--- src/rtl/crc5_pkg.sv ---
// Shared CRC-5 constants and the single-bit serial update used by the parallel engine.
package crc5_pkg;

    localparam int          CRC_W          = 5;
    localparam logic [4:0]  DEFAULT_POLY   = 5'h05;
    localparam int          DEFAULT_DATA_W = 4;

    // One serial CRC step: shift left, fold in the polynomial when the feedback bit is set.
    function automatic logic [CRC_W-1:0] crc5_step_bit(
        input logic [CRC_W-1:0] crc,
        input logic             d,
        input logic [CRC_W-1:0] poly
    );
        logic fb;
        fb = crc[CRC_W-1] ^ d;
        return {crc[CRC_W-2:0], 1'b0} ^ (fb ? poly : '0);
    endfunction

endpackage

--- src/rtl/crc5_comb.sv ---
// Combinational CRC-5 update over DATA_W bits, MSB of data absorbed first.
module crc5_comb
    import crc5_pkg::*;
#(
    parameter int         DATA_W = DEFAULT_DATA_W,
    parameter logic [4:0] POLY   = DEFAULT_POLY
) (
    input  logic [CRC_W-1:0]  crc_in,
    input  logic [DATA_W-1:0] data,
    output logic [CRC_W-1:0]  crc_out
);

    // chain[DATA_W] is the incoming CRC; each stage below absorbs one more data bit.
    logic [DATA_W:0][CRC_W-1:0] chain;

    assign chain[DATA_W] = crc_in;

    for (genvar i = DATA_W - 1; i >= 0; i--) begin : g_step
        assign chain[i] = crc5_step_bit(chain[i+1], data[i], POLY);
    end

    assign crc_out = chain[0];

endmodule

--- src/rtl/crc5_parallel.sv ---
// Inline parallel CRC-5: one DATA_W-bit word per clock, seeded from crc5_init after reset.
module crc5_parallel
    import crc5_pkg::*;
#(
    parameter int         DATA_W = DEFAULT_DATA_W,
    parameter logic [4:0] POLY   = DEFAULT_POLY,
    parameter int         CRC_W  = 5
) (
    input  logic              clk,
    input  logic              rst_n,
    input  logic [DATA_W-1:0] data_in,
    input  logic [CRC_W-1:0]  crc5_init,
    output logic [CRC_W-1:0]  crc5
);

    logic [CRC_W-1:0] crc_q;
    logic [CRC_W-1:0] crc_base;
    logic [CRC_W-1:0] crc_nxt;
    logic             first_q;

    // The seed replaces the register only on the first edge out of reset.
    assign crc_base = first_q ? crc5_init : crc_q;

    crc5_comb #(
        .DATA_W (DATA_W),
        .POLY   (POLY)
    ) u_comb (
        .crc_in  (crc_base),
        .data    (data_in),
        .crc_out (crc_nxt)
    );

    // rst_n is active-high despite its name.
    always_ff @(posedge clk or posedge rst_n) begin
        if (rst_n) begin
            crc_q   <= '0;
            first_q <= 1'b1;
        end else begin
            crc_q   <= crc_nxt;
            first_q <= 1'b0;
        end
    end

    assign crc5 = crc_q;

endmodule

--- config.mk ---
export PLATFORM = sky130hd
export DESIGN_NAME = crc5_parallel
export DESIGN_NICKNAME = d
export VERILOG_FILES = /design/src/rtl/crc5_pkg.sv /design/src/rtl/crc5_comb.sv /design/src/rtl/crc5_parallel.sv
export SDC_FILE = /design/constraint.sdc
export NUM_CORES = 1
export LEC_CHECK = 0
export CORE_AREA = 2 2 39 41
export CTS_CLUSTER_DIAMETER = 40
export DETAILED_ROUTE_END_ITERATION = 8
export DIE_AREA = 0 0 41 43
export SLEW_MARGIN = 20
export SYNTH_ARGS = -nofsm -noshare
export SYNTH_HDL_FRONTEND = slang
export SYNTH_SLANG_ARGS = --single-unit
--- constraint.sdc ---
create_clock -name clk -period 1.76 [get_ports clk]
set_input_delay 0.528 -clock clk [delete_from_list [all_inputs] [get_ports clk]]
set_output_delay 0.528 -clock clk [all_outputs]
set_load 0.02 [all_outputs]
After elaboration in Yosys (flattened, before gate mapping). Index checks and enable logic that the tools add are counted.

ROM bits: 0. Latch bits: 0. Logic and storage cells: 15. Bits of input ports: 11. Memory bits (writable): 0. Register bits after elaboration: 6. Memories kept: 0. Output and inout port bits: 5.

Multipliers: 0. Reduce and logical (&&, ||, !) cells: 0. Muxes and demuxes: 5. Add/sub/neg operators: 0. Order comparisons: 0. Divide/modulo/power cells: 0. Equality and inequality tests: 0. Bitwise gates (word level): 8. Shifts and indexed selects: 0.

Operators by type and width (count): $xor 5x5->5 (4); $mux 3 (4); $mux 5 (1); $xor 1x1->1 (4).

Longest topological paths before layout. Gate-level depths: netlist (run 1).

Depth in word-level cells: 13. Mapped depth: 4. Depth with buffers taken out: 3.

Modules after synthesis. Synthesis (run 1) repeated with hierarchy kept, for this count alone.

Cells, all modules: 21. Area total of the unflattened synthesis: 306.5 um2.

By module, submodules not included: crc5_parallel (cells each 13, instances 1, area each 215.2 um2, sequential area each 151.4 um2); crc5_comb (cells each 8, instances 1, area each 91.3 um2, sequential area each 0.0 um2).

Worst setup path after synthesis (run 1). No wires, ideal clock.

Path type: reg2reg. Start: register first_q. End: register crc_q[2], in the netlist crc5[2]. Required time: 1626 ps. Stages on the path, launching flop included: 5. Clock period less this slack: 1585 ps. Path slack: 175 ps. Arrival: 1451 ps. Path buffers: 1. Setup time: 134 ps. Cells stage by stage: dfstp_2 buf_6 mux2i_1 xnor2_1 xnor3_1.

Cells in the longest elaborated chain, start to end: 9. Elaborated cells on any way between the ends: 11. Those cells by class: mux (4); bitwise (7).

Ends and longest elaborated chain: from (decl) (line crc5_parallel.sv:19) `logic first_q;`; from (signal assigned) (line crc5_parallel.sv:37) `first_q <= 1'b1;`; from (signal assigned) (line crc5_parallel.sv:40) `first_q <= 1'b0;`; $mux 5 * (line crc5_parallel.sv:22) `assign crc_base = first_q ? crc5_init : crc_q;`; $xor 1x1->1 (line crc5_pkg.sv:15) `fb = crc[CRC_W-1] ^ d;`; $mux 3 (line crc5_pkg.sv:16) `return {crc[CRC_W-2:0], 1'b0} ^ (fb ? poly : '0);`; $xor 5x5->5 * (3 in a row) (line crc5_pkg.sv:16); $xor 1x1->1 (line crc5_pkg.sv:15); $mux 3 (line crc5_pkg.sv:16); $xor 5x5->5 * (line crc5_pkg.sv:16); via crc_nxt[2] (line crc5_parallel.sv:18) `logic [CRC_W-1:0] crc_nxt;`; to (signal assigned) (line crc5_parallel.sv:39) `crc_q <= crc_nxt;`; to (decl) (line crc5_parallel.sv:16) `logic [CRC_W-1:0] crc_q;`.

The timed path passes the listed nets; every way through them passes the cells marked *.

Worst setup path in the final report (run 1).
Start: input port crc5_init[4]. End: register crc_q[2], in the netlist crc5[2].

Cells in the longest elaborated chain, start to end: 9.

Ends and longest elaborated chain: from (decl) (line crc5_parallel.sv:12) `input logic [CRC_W-1:0] crc5_init,`; $mux 5 (line crc5_parallel.sv:22); $xor 1x1->1 (line crc5_pkg.sv:15); $mux 3 (line crc5_pkg.sv:16); $xor 5x5->5 (3 in a row) (line crc5_pkg.sv:16); $xor 1x1->1 (line crc5_pkg.sv:15); $mux 3 (line crc5_pkg.sv:16); $xor 5x5->5 (line crc5_pkg.sv:16); via crc_nxt[2] (line crc5_parallel.sv:18).

The timed path passes the listed nets, and every way through them passes these cells.

==> parameters.txt, run 1 <==
Parameter                              Value

Status
  Run status ... complete, no violations

STA
  Maximum clock frequency ... 606 MHz
  Fin Hold WS ... 0.482 ns
  Final Hold Vio Count ... 0
  Setup repair after global routing missed its margin ... no
  Final setup violation count ... 0
  Summed negative setup slack over all endpoints ... 0 ns
  Time the worst path needs with I/O delays and setup ... 1.65 ns
  Pins Over Slew Limit ... 0
  Final clock period utilization by the worst path ... 93.8%
  Clock tree skew after final layout ... roughly 0.013 ns
  Final setup slack of the worst path ... 0.109 ns

Die
  # rows ... 14
  Starting utilization of the core area ... 23.2%
  Die span in y ... around 43 um
  Number of ports placed on the die boundary ... 16
  Core Region ... about 1400 um2
  Width of the chip ... 41 um
  Area of the die ... 1760 um2

Worst setup path
  Cell breakdown of the critical path ... clkdlybuf4s50_1 -> mux2i_1 -> xnor2_1 -> xnor3_1
  Dominant delay contributor by cell family on the critical path ... XOR/XNOR gates
  Start of the worst register-to-register path ... first_q
  Largest incremental delay on the critical path ... ~0.46 ns
  Kind of end point of the critical path ... flip-flop
  Critical path launch point type ... input pin
  Largest fanout on the critical path ... 2
  Count of buffer and inverter cells on the critical path ... 1
  Worst Setup SP ... crc5_init[4]
  Cell with the largest stage delay on the worst path ... sky130_fd_sc_hd__clkdlybuf4s50_1
  Arr. time, crit path ... 1.76 ns
  Category of the critical setup timing path ... input pin to flip-flop
  Req. time, crit path ... 1.87 ns

Yosys
  Dominant cell type by area after synthesis ... sky130_fd_sc_hd__dfrtp_1
  Share of the yosys chip area belonging to registers ... 47.1%
  Most frequent cells after synthesis ... 5 x sky130_fd_sc_hd__dfrtp_1, 5 x sky130_fd_sc_hd__mux2i_1, 5 x sky130_fd_sc_hd__xnor2_1, 4 x sky130_fd_sc_hd__xor2_1
  Ys Warns ... 0
  Cell types occupying the most area after synthesis ... sky130_fd_sc_hd__dfrtp_1 39%, sky130_fd_sc_hd__mux2i_1 16%, sky130_fd_sc_hd__xnor2_1 14%, sky130_fd_sc_hd__xor2_1 11%, sky130_fd_sc_hd__dfstp_2 8.2%
  Number of different library cells in the post-synthesis netlist ... 9
  Async set or reset register ratio after synthesis ... 100%
  Mean cell area of the mapped netlist ... 13.4 um2
  Share of the synthesized area in compound gates (AO/OA/AOI/OAI) ... 0%
  Synth top area share ... 38.9%
  Number of flops mapped to enable cells by yosys ... 0
  Share of cell area taken by muxes after synthesis ... 15.6%
  Largest family of logic cells by synthesized area ... XOR/XNOR gates
  Synthesized cell area ... 322 um2
  Share of synthesized cell area in and, or, nand and nor gates ... 0%
  Most used flip-flop cell after synthesis ... sky130_fd_sc_hd__dfrtp_1
  Total of flip-flops plus latches after synthesis ... 6
  Mapped Nets ... 35
  Synthesized netlist cell count ... 24
  Adder and majority gate portion of the synthesized area ... 0%
  Xor/xnor share of the synthesized area ... 31.5%

Clocking
  CTS Root Cell ... sky130_fd_sc_hd__clkbuf_4
  Clock insertion delay at the later pin of the skew report ... 0.25 ns
  TritonCTS Sinks ... 6
  H-Tree Level Count ... 1
  CTS tree ... built
  CTS hold repair buffers ... 0
  Post-CTS Resized ... 2
  Setup Fix Bufs, Post-CTS ... 0
  Worst-path clk slew ... 0.05 ns
  Number of CTS-inserted buffers ... 3
  Clock buffer depth ... 2

Placed design
  Number of port buffers ... 15
  Placed insts ... 56
  Final estimated routing congestion in global placement ... 0.658
  Detailed Place HPWL ... 510 um
  Setup Slack @ Placement ... -0.162 ns

Global route
  Pin count of the biggest net entering global routing ... 7
  Via count of the first global-routing pass ... 271
  Initial antenna violation count ... 0
  Overall track demand over capacity in global routing ... 9.81%
  GRT overflow ... 0
  First-pass GRT wire length ... 1.06 mm

Drt
  First-pass iteration count of the detailed router ... 4
  Final wirelength ... 663 um
  Number of nets with antenna violations after routing ... 0
  Via Count ... 246
  Average detailed-routed wire length per instance ... 11.1 um
  DRC violations left ... 0
  Detailed router's first-iteration violation count ... 2
  Vias/cell ... roughly 4

Min path
  Tightest Hold Check Type ... input pin to async pin

Final layout
  FF+latch area ... about 150 um2
  Count of non-filler cells in the finished layout ... 60
  Growth of design area from synthesis to finish ... 63.8%
  Area of combinational cells with multiple inputs ... 155 um2
  Fin nets ... 56
  Number of diodes added for antenna fixing ... 0
  Fraction of final layout cells with drive strength greater than 1 ... between 10 and 15%
  Filler Cells Inserted ... 140

Power and ir drop
  Peak supply drop ... 0.747 mV
  Leak Pwr ... between 0.0002 and 0.0003 uW
  PnR Total Power ... 752 uW
  Pwr Density ... 1430 nW/um2

Flow run
  MaxCap Viol Count ... 0
==> final timing paths <==
kind	endpoint	depth (start not counted)	slack (ns)
max	crc5[2]	4	0.11
min	crc5[3]	2	0.48
max reg2reg	crc5[2]	3	0.14
min reg2reg	crc5[1]	2	0.65
max in group asynchronous	first_q	2	1.01
min in group clk	crc5[1]	2	0.65
==> layout by cell type, fill, tap and decap left out <==
| cell | n |
|---|---|
| sky130_fd_sc_hd__xnor2_1 | 5 |
| sky130_fd_sc_hd__xor2_1 | 4 |
| sky130_fd_sc_hd__dfrtp_1 | 5 |
| sky130_fd_sc_hd__mux2i_1 | 5 |
| sky130_fd_sc_hd__dlymetal6s2s_1 | 3 |
| sky130_fd_sc_hd__dlygate4sd2_1 | 2 |
| sky130_fd_sc_hd__dfstp_2 | 1 |
| sky130_fd_sc_hd__buf_4 | 2 |
| sky130_fd_sc_hd__inv_1 | 1 |
| sky130_fd_sc_hd__conb_1 | 1 |
| sky130_fd_sc_hd__clkdlybuf4s50_1 | 10 |
| sky130_fd_sc_hd__clkbuf_4 | 3 |
| sky130_fd_sc_hd__xnor3_1 | 1 |
| sky130_fd_sc_hd__clkbuf_1 | 1 |
==> through the flow <==
stage	util [%]	instance area, um2
after CTS	37.5	519
after global routing	38.1	527
after global placement	35.8	495
final	38.1	527
after detailed placement	35.8	495
after floorplan	-	322
==> layout make-up <==
type                    instances  share of cell area, %
multi-input cells              16                   29.5
inverters                       1                  0.713
repair buffers                 17                   32.3
flip-flops and latches          6                   28.7
well taps                      16                   3.80
clock buffers                   4                   4.99
==> where the power goes <==
part           switching (uW)  total, uW  internal, uW
Combinational             171        377           206
Sequential               36.3        235           199
Clock                    54.1        140          86.1
==> kinds of logic after synthesis <==
logic type / after synthesis
buffers and inverters: 2
flip-flops: 6
multiplexers: 5
other: 1
XOR/XNOR: 10
==> per-layer routing <==
metal | global-route usage, % | vias up | routed length, um
li1 | - | 116 | -
met1 | 9.87 | 111 | 270
met2 | 14.4 | 19 | 301
met3 | 7.85 | 0 | 90
met4 | 4.00 | 0 | 0
met5 | 0 | - | 0
==> state kept, by name, indices dropped and copies added (netlist names) <==
signal,cells
crc5,5
first_q,1
(Power assumes the default switching activity.)
==> run 2: changes to the inputs <==
ABC_CLOCK_PERIOD_IN_PS = 1760   (was not set)
==> results of run 2 <==
The final DEF is identical to that of run 1; final timing and power are the same.
